File: config.mk
export PLATFORM = sky130hd
export DESIGN_NAME = uop_crack_queue
export DESIGN_NICKNAME = d
export VERILOG_FILES = /design/src/rtl/decode_pkg.sv /design/src/rtl/instr_fifo.sv /design/src/rtl/uop_crack_queue.sv
export SDC_FILE = /design/constraint.sdc
export NUM_CORES = 1
export LEC_CHECK = 0
export CORE_UTILIZATION = 44
export DETAILED_ROUTE_END_ITERATION = 16
export PLACE_DENSITY = 0.66
export SYNTH_ARGS = -nofsm -noshare
export SYNTH_HDL_FRONTEND = slang
export SYNTH_SLANG_ARGS = --single-unit
File: constraint.sdc
create_clock -name clk -period 3.4 [get_ports clk]
set_input_delay 0.68 -clock clk [delete_from_list [all_inputs] [get_ports clk]]
set_output_delay 0.68 -clock clk [all_outputs]
set_load 0.02 [all_outputs]
File: src/rtl/decode_pkg.sv
// Opcode constants and micro-op step counts shared by the decode front end.
package decode_pkg;

    localparam logic [4:0] OP_FADD_ABS = 5'd16;
    localparam logic [4:0] OP_FADD_REL = 5'd17;
    localparam logic [4:0] OP_FADD_IMM = 5'd18;
    localparam logic [4:0] OP_SWAP_ABS = 5'd19;
    localparam logic [4:0] OP_SWAP_REL = 5'd20;
    localparam logic [4:0] OP_SWAP_IMM = 5'd21;

    localparam logic [3:0] FADD_STEPS = 4'd3;
    localparam logic [3:0] SWAP_STEPS = 4'd2;

    function automatic logic [3:0] nsteps_of(input logic [4:0] opcode);
        case (opcode)
            OP_FADD_ABS, OP_FADD_REL, OP_FADD_IMM: return FADD_STEPS;
            OP_SWAP_ABS, OP_SWAP_REL, OP_SWAP_IMM: return SWAP_STEPS;
            default:                               return 4'd1;
        endcase
    endfunction

endpackage

File: src/rtl/instr_fifo.sv
// Circular instruction buffer; full/empty come from the occupancy count.
module instr_fifo #(
    parameter int DEPTH = 4,
    parameter int WIDTH = 64,
    localparam int AW = $clog2(DEPTH),
    localparam int CW = AW + 1
) (
    input  logic             clk,
    input  logic             rst_n,
    input  logic             flush,
    input  logic             push,
    input  logic             pop,
    input  logic [WIDTH-1:0] wdata,
    output logic [WIDTH-1:0] rdata,
    output logic [CW-1:0]    count,
    output logic             full,
    output logic             empty
);

    logic [WIDTH-1:0] mem [DEPTH];
    logic [AW-1:0]    rd_ptr;
    logic [AW-1:0]    wr_ptr;

    assign full  = (count == CW'(DEPTH));
    assign empty = (count == '0);
    assign rdata = mem[rd_ptr];

    always_ff @(posedge clk or negedge rst_n) begin
        if (!rst_n) begin
            rd_ptr <= '0;
            wr_ptr <= '0;
            count  <= '0;
        end else if (flush) begin
            rd_ptr <= '0;
            wr_ptr <= '0;
            count  <= '0;
        end else begin
            if (push) wr_ptr <= wr_ptr + AW'(1);
            if (pop)  rd_ptr <= rd_ptr + AW'(1);
            case ({push, pop})
                2'b10:   count <= count + CW'(1);
                2'b01:   count <= count - CW'(1);
                default: count <= count;
            endcase
        end
    end

    // Storage needs no reset; entries are only read once count covers them.
    always_ff @(posedge clk) begin
        if (push && !flush) mem[wr_ptr] <= wdata;
    end

endmodule

File: src/rtl/uop_crack_queue.sv
// Buffers fetched instructions and cracks each head instruction into 1..MAX_STEPS micro-ops.
module uop_crack_queue
    import decode_pkg::*;
#(
    parameter int BUF_DEPTH  = 4,
    parameter int MAX_STEPS  = 4,
    parameter bit ATOMICS_EN = 1'b1,
    localparam int STEP_W = $clog2(MAX_STEPS),
    localparam int CW     = $clog2(BUF_DEPTH) + 1
) (
    input  logic              clk,
    input  logic              rst_n,
    input  logic              flush,
    input  logic              halt,
    input  logic              in_valid,
    output logic              in_ready,
    input  logic [31:0]       in_instr,
    input  logic [31:0]       in_pc,
    output logic              out_valid,
    input  logic              out_ready,
    output logic [31:0]       out_instr,
    output logic [31:0]       out_pc,
    output logic [STEP_W-1:0] out_step,
    output logic              out_last,
    output logic              out_is_atomic,
    output logic              out_is_fetch_add,
    output logic              crack_busy,
    output logic [CW-1:0]     count
);

    if ((BUF_DEPTH < 2) || ((BUF_DEPTH & (BUF_DEPTH - 1)) != 0) || (MAX_STEPS < 3)) begin : g_bad_param
        $error("uop_crack_queue: BUF_DEPTH must be a power of two >= 2 and MAX_STEPS >= 3");
    end

    logic [63:0]       head;
    logic              full;
    logic              empty;
    logic              push;
    logic              pop;
    logic              fire;
    logic [4:0]        opcode;
    logic [3:0]        nsteps;
    logic [STEP_W-1:0] last_step;
    logic [STEP_W-1:0] step;

    assign in_ready  = !full && !halt && !flush;
    assign out_valid = !empty && !halt && !flush;
    assign push      = in_valid && in_ready;
    assign fire      = out_valid && out_ready;
    assign pop       = fire && out_last;

    instr_fifo #(
        .DEPTH (BUF_DEPTH),
        .WIDTH (64)
    ) u_fifo (
        .clk   (clk),
        .rst_n (rst_n),
        .flush (flush),
        .push  (push),
        .pop   (pop),
        .wdata ({in_instr, in_pc}),
        .rdata (head),
        .count (count),
        .full  (full),
        .empty (empty)
    );

    assign out_instr = head[63:32];
    assign out_pc    = head[31:0];
    assign opcode    = out_instr[31:27];
    assign out_step  = step;

    assign nsteps    = ATOMICS_EN ? nsteps_of(opcode) : 4'd1;
    assign last_step = STEP_W'(nsteps - 4'd1);

    // Decoded flags are masked when empty so a stale slot never looks live.
    assign out_last         = !empty && (step == last_step);
    assign out_is_atomic    = !empty && ATOMICS_EN && (opcode >= OP_FADD_ABS) && (opcode <= OP_SWAP_IMM);
    assign out_is_fetch_add = !empty && ATOMICS_EN && (opcode >= OP_FADD_ABS) && (opcode <= OP_FADD_IMM);
    assign crack_busy       = out_is_atomic && (step != '0);

    // A stalled micro-op simply holds its step and is replayed from the head entry.
    always_ff @(posedge clk or negedge rst_n) begin
        if (!rst_n) begin
            step <= '0;
        end else if (flush) begin
            step <= '0;
        end else if (fire) begin
            if (out_last) step <= '0;
            else          step <= step + STEP_W'(1);
        end
    end

endmodule
==> impl_metrics.ini <==
[synth]
syn_area_per_cell_um2 = 24.2
synth-edff-count = 256
yosys_register_bits = 265
synth_cell_type_count = 36
seq_area_frac_synth_pct = 80.1
synth_cells = 409
yosysWarnings = 0
synth_flop_cell = edfxtp_1
synthTopCellsByArea = edfxtp_1 78%, mux4_2 15%, dfrtp_1 2.3%
synth.most_common_cell = edfxtp_1
yosysTopAreaCell = edfxtp_1
async_reset_ff_share_pct = 3.40
synth_top_area_share_pct = 77.8
synthTopCellsByCount = 256 x edfxtp_1, 64 x mux4_2, 12 x nand2_1, 9 x dfrtp_1, 7 x clkbuf_1
mappedNetlistArea_um2 = 9880
synth_fp_nets = 485

[sta]
maxSlewViolCount = 0
setup_viol = 0
max_slew.worst_pin.slew_ns = 0.703
timing.fmax_mhz = 307
post-route-min-period_ns = 3.25
finalHoldViolCount = 0
rsz0062_at_grt = false
worst_clock_skew_ns = 0.0187
tns_ns = 0
timing.final.crit_share_pct = 95.7
relSlewSlack_pct = 52.8

[floorplanning]
start_util_pct = 45.1
dieArea_um2 = 23100
die_y_um = 152
die_x_um = 152
io_pins = 145
coreArea_um2 = 21900
rows = 54

[routing]
drc = 0
wl_per_cell_um = 20.7
via_per_inst = 5.29
drt_iter0_markers = 219
routed_wl_um = 18400
ant_nets = 0
vias = 4698
first_pass_iters = 4

[global_routing]
grt_use_total_pct = 16.3
antenna_found_initial = 0
grt_first_pass_wirelength_um = 28800
grt_max_degree = 36
grt_pass1_vias = 5191
overflow = 0

[cells_and_area]
num-fill-cells = 1594
antennaDiodeCount = 0
areaGrowthSynthToFinish_pct = 29.2
post_route_cells_drive_above_1_share_pct = 22.2
post-route-util_pct = 58.3
nets = 662

[clocking]
root_buffer = clkbuf_16
htreeDepth = 1
cts_made_buffers = 28
clkTransAtPathRegs_ns = 0.06
max-clock-path-buffers = 3
cts_sinks = 265
hold_buffers = 0
cts_tree = built
worstSkewPairLatency_ns = 0.53

[power_and_ir_drop]
ir_drop_v = 0.000577
seqPwrFrac_pct = 52.4
p_int_w = 0.00557
powerDensity_nw_per_um2 = 546
p_sw_w = 0.00141
switching_share_pct = 20.2
p_leak_nw = 4.06
pwr-share-comb_pct = 6.5
clockPowerShare_pct = 41.1

[place]
gp_congestion = 0.726
dp_hpwl_um = 11300
port_buffers = 144

[critical_path]
start_kind = flop
crit_path_end_kind = output port
reg2reg_depth = 10
path_max_fanout = 8
crit_path_top_delay_cell = mux4_2
worstSetupPathType = flop to output port
crit_arrival_ns = 2.57
path_cells = mux4_2 > nor2b_2 > a211o_1 > a31oi_2 > buf_2
critical_path_required_ns = 2.72
max_stage_delay_ns = 0.53

[hold_path]
hold_class = primary input to asynchronous set/reset pin

[outcome]
status = completed

[flow_run]
drv_cap = 0
-- power groups by stage --
stage | registers (W) | clock network, W | logic (W)
after CTS | 0.00365 | 0.00294 | 0.000458
final | 0.00365 | 0.00287 | 0.000453
after floorplan | 0.00372 | 0 | 0.000196
after global placement | 0.00372 | 0 | 0.000445
after detailed placement | 0.00372 | 0 | 0.000456
after global routing | 0.00366 | 0.00306 | 0.000485
-- cells in the final DEF (no fill, tap or decap), types with 5 or more instances in the layout --
cell type / count
clkbuf_1: 5
ha_1: 5
inv_1: 5
nand2_1: 12
dfrtp_1: 7
nor2_1: 5
clkdlybuf4s50_1: 140
nor3_1: 5
mux4_2: 64
edfxtp_1: 256
buf_12: 8
clkinv_1: 9
buf_4: 9
clkbuf_16: 29
-- logic make-up after synthesis --
group | Yosys count | share of synthesized area [%]
DFF | 265 | 80.1
muxes | 68 | 15.1
and+or+nand+nor | 38 | 1.98
buffers and inverters | 20 | 0.849
AOI/OAI and AO/OA | 10 | 0.925
adders and majority gates | 6 | 0.836
xor gates and xnor gates | 2 | 0.253
-- stage by stage --
stage / instance area, um^2 / cells / setup WS (ns) / total power (W) / hold WS [ns]
finish: 12800 / 888 / 0.148 / 0.00697 / 0.464
global route: 12800 / 888 / 0.0445 / 0.00720 / 0.505
detailed placement: 11800 / 835 / 0.179 / 0.00418 / 0.560
CTS: 12700 / 887 / 0.0186 / 0.00705 / 0.458
global placement: 11800 / 835 / 0.259 / 0.00416 / 0.543
floorplan: 9880 / 409 / 0.340 / 0.00392 / 0.384
-- registers in the layout, summed over array words and instances (netlist names) --
name,cells
u_fifo.wr_ptr,2
u_fifo.rd_ptr,2
out_step,2
u_fifo.mem,256
u_fifo.count,3
-- layer usage --
metal  up-vias  global-route usage, %  routed length (um)  share of wire, %
met5         -                      0                   0                 0
met2       130                   28.0                9430                51
met4         0                   4.24                 361               2.0
met3        30                   4.19                1070               5.8
met1      2446                   20.6                7510                41
li1       2092                      -                   -                 -
-- critical path, delay by kind of cell, from the launching register on --
family                 cells  cell delay [ns]
muxes                      1             0.53
buffers and inverters      1             0.21
and+or+nand+nor            1             0.21
AOI/OAI and AO/OA          2             0.58
DFF                        1             0.51
-- area by class of cell --
class / count / area (um^2) / share of cell area [%]
Sequential cell: 265 / 7920 / 62.0
Multi-Input combinational cell: 124 / 1920 / 15.1
Inverter: 5 / 18.8 / 0.147
Timing Repair Buffer: 162 / 1670 / 13.1
Clock inverter: 18 / 139 / 1.09
Clock buffer: 34 / 744 / 5.83
Tap cell: 280 / 350 / 2.74
-- worst paths after layout --
kind / slack (ns) / end / startpoint
worst max-delay path: 0.15 / out_last / u_fifo.rd_ptr[0]
worst min-delay path: 0.46 / u_fifo.rd_ptr[0] / rst_n
worst max register to register: 0.49 / u_fifo.count[2] / u_fifo.rd_ptr[0]
worst min register to register: 0.56 / out_step[1] / out_step[1]
max in group asynchronous: 2.58 / u_fifo.rd_ptr[1] / rst_n
min in group clk: 0.56 / out_step[1] / out_step[1]
-- repair_timing --
item	4_1_cts	5_1_grt
gates resized for setup	10	5
setup buffers	0	1
endpoints found under the setup margin	39	32
(Power assumes the default switching activity.)
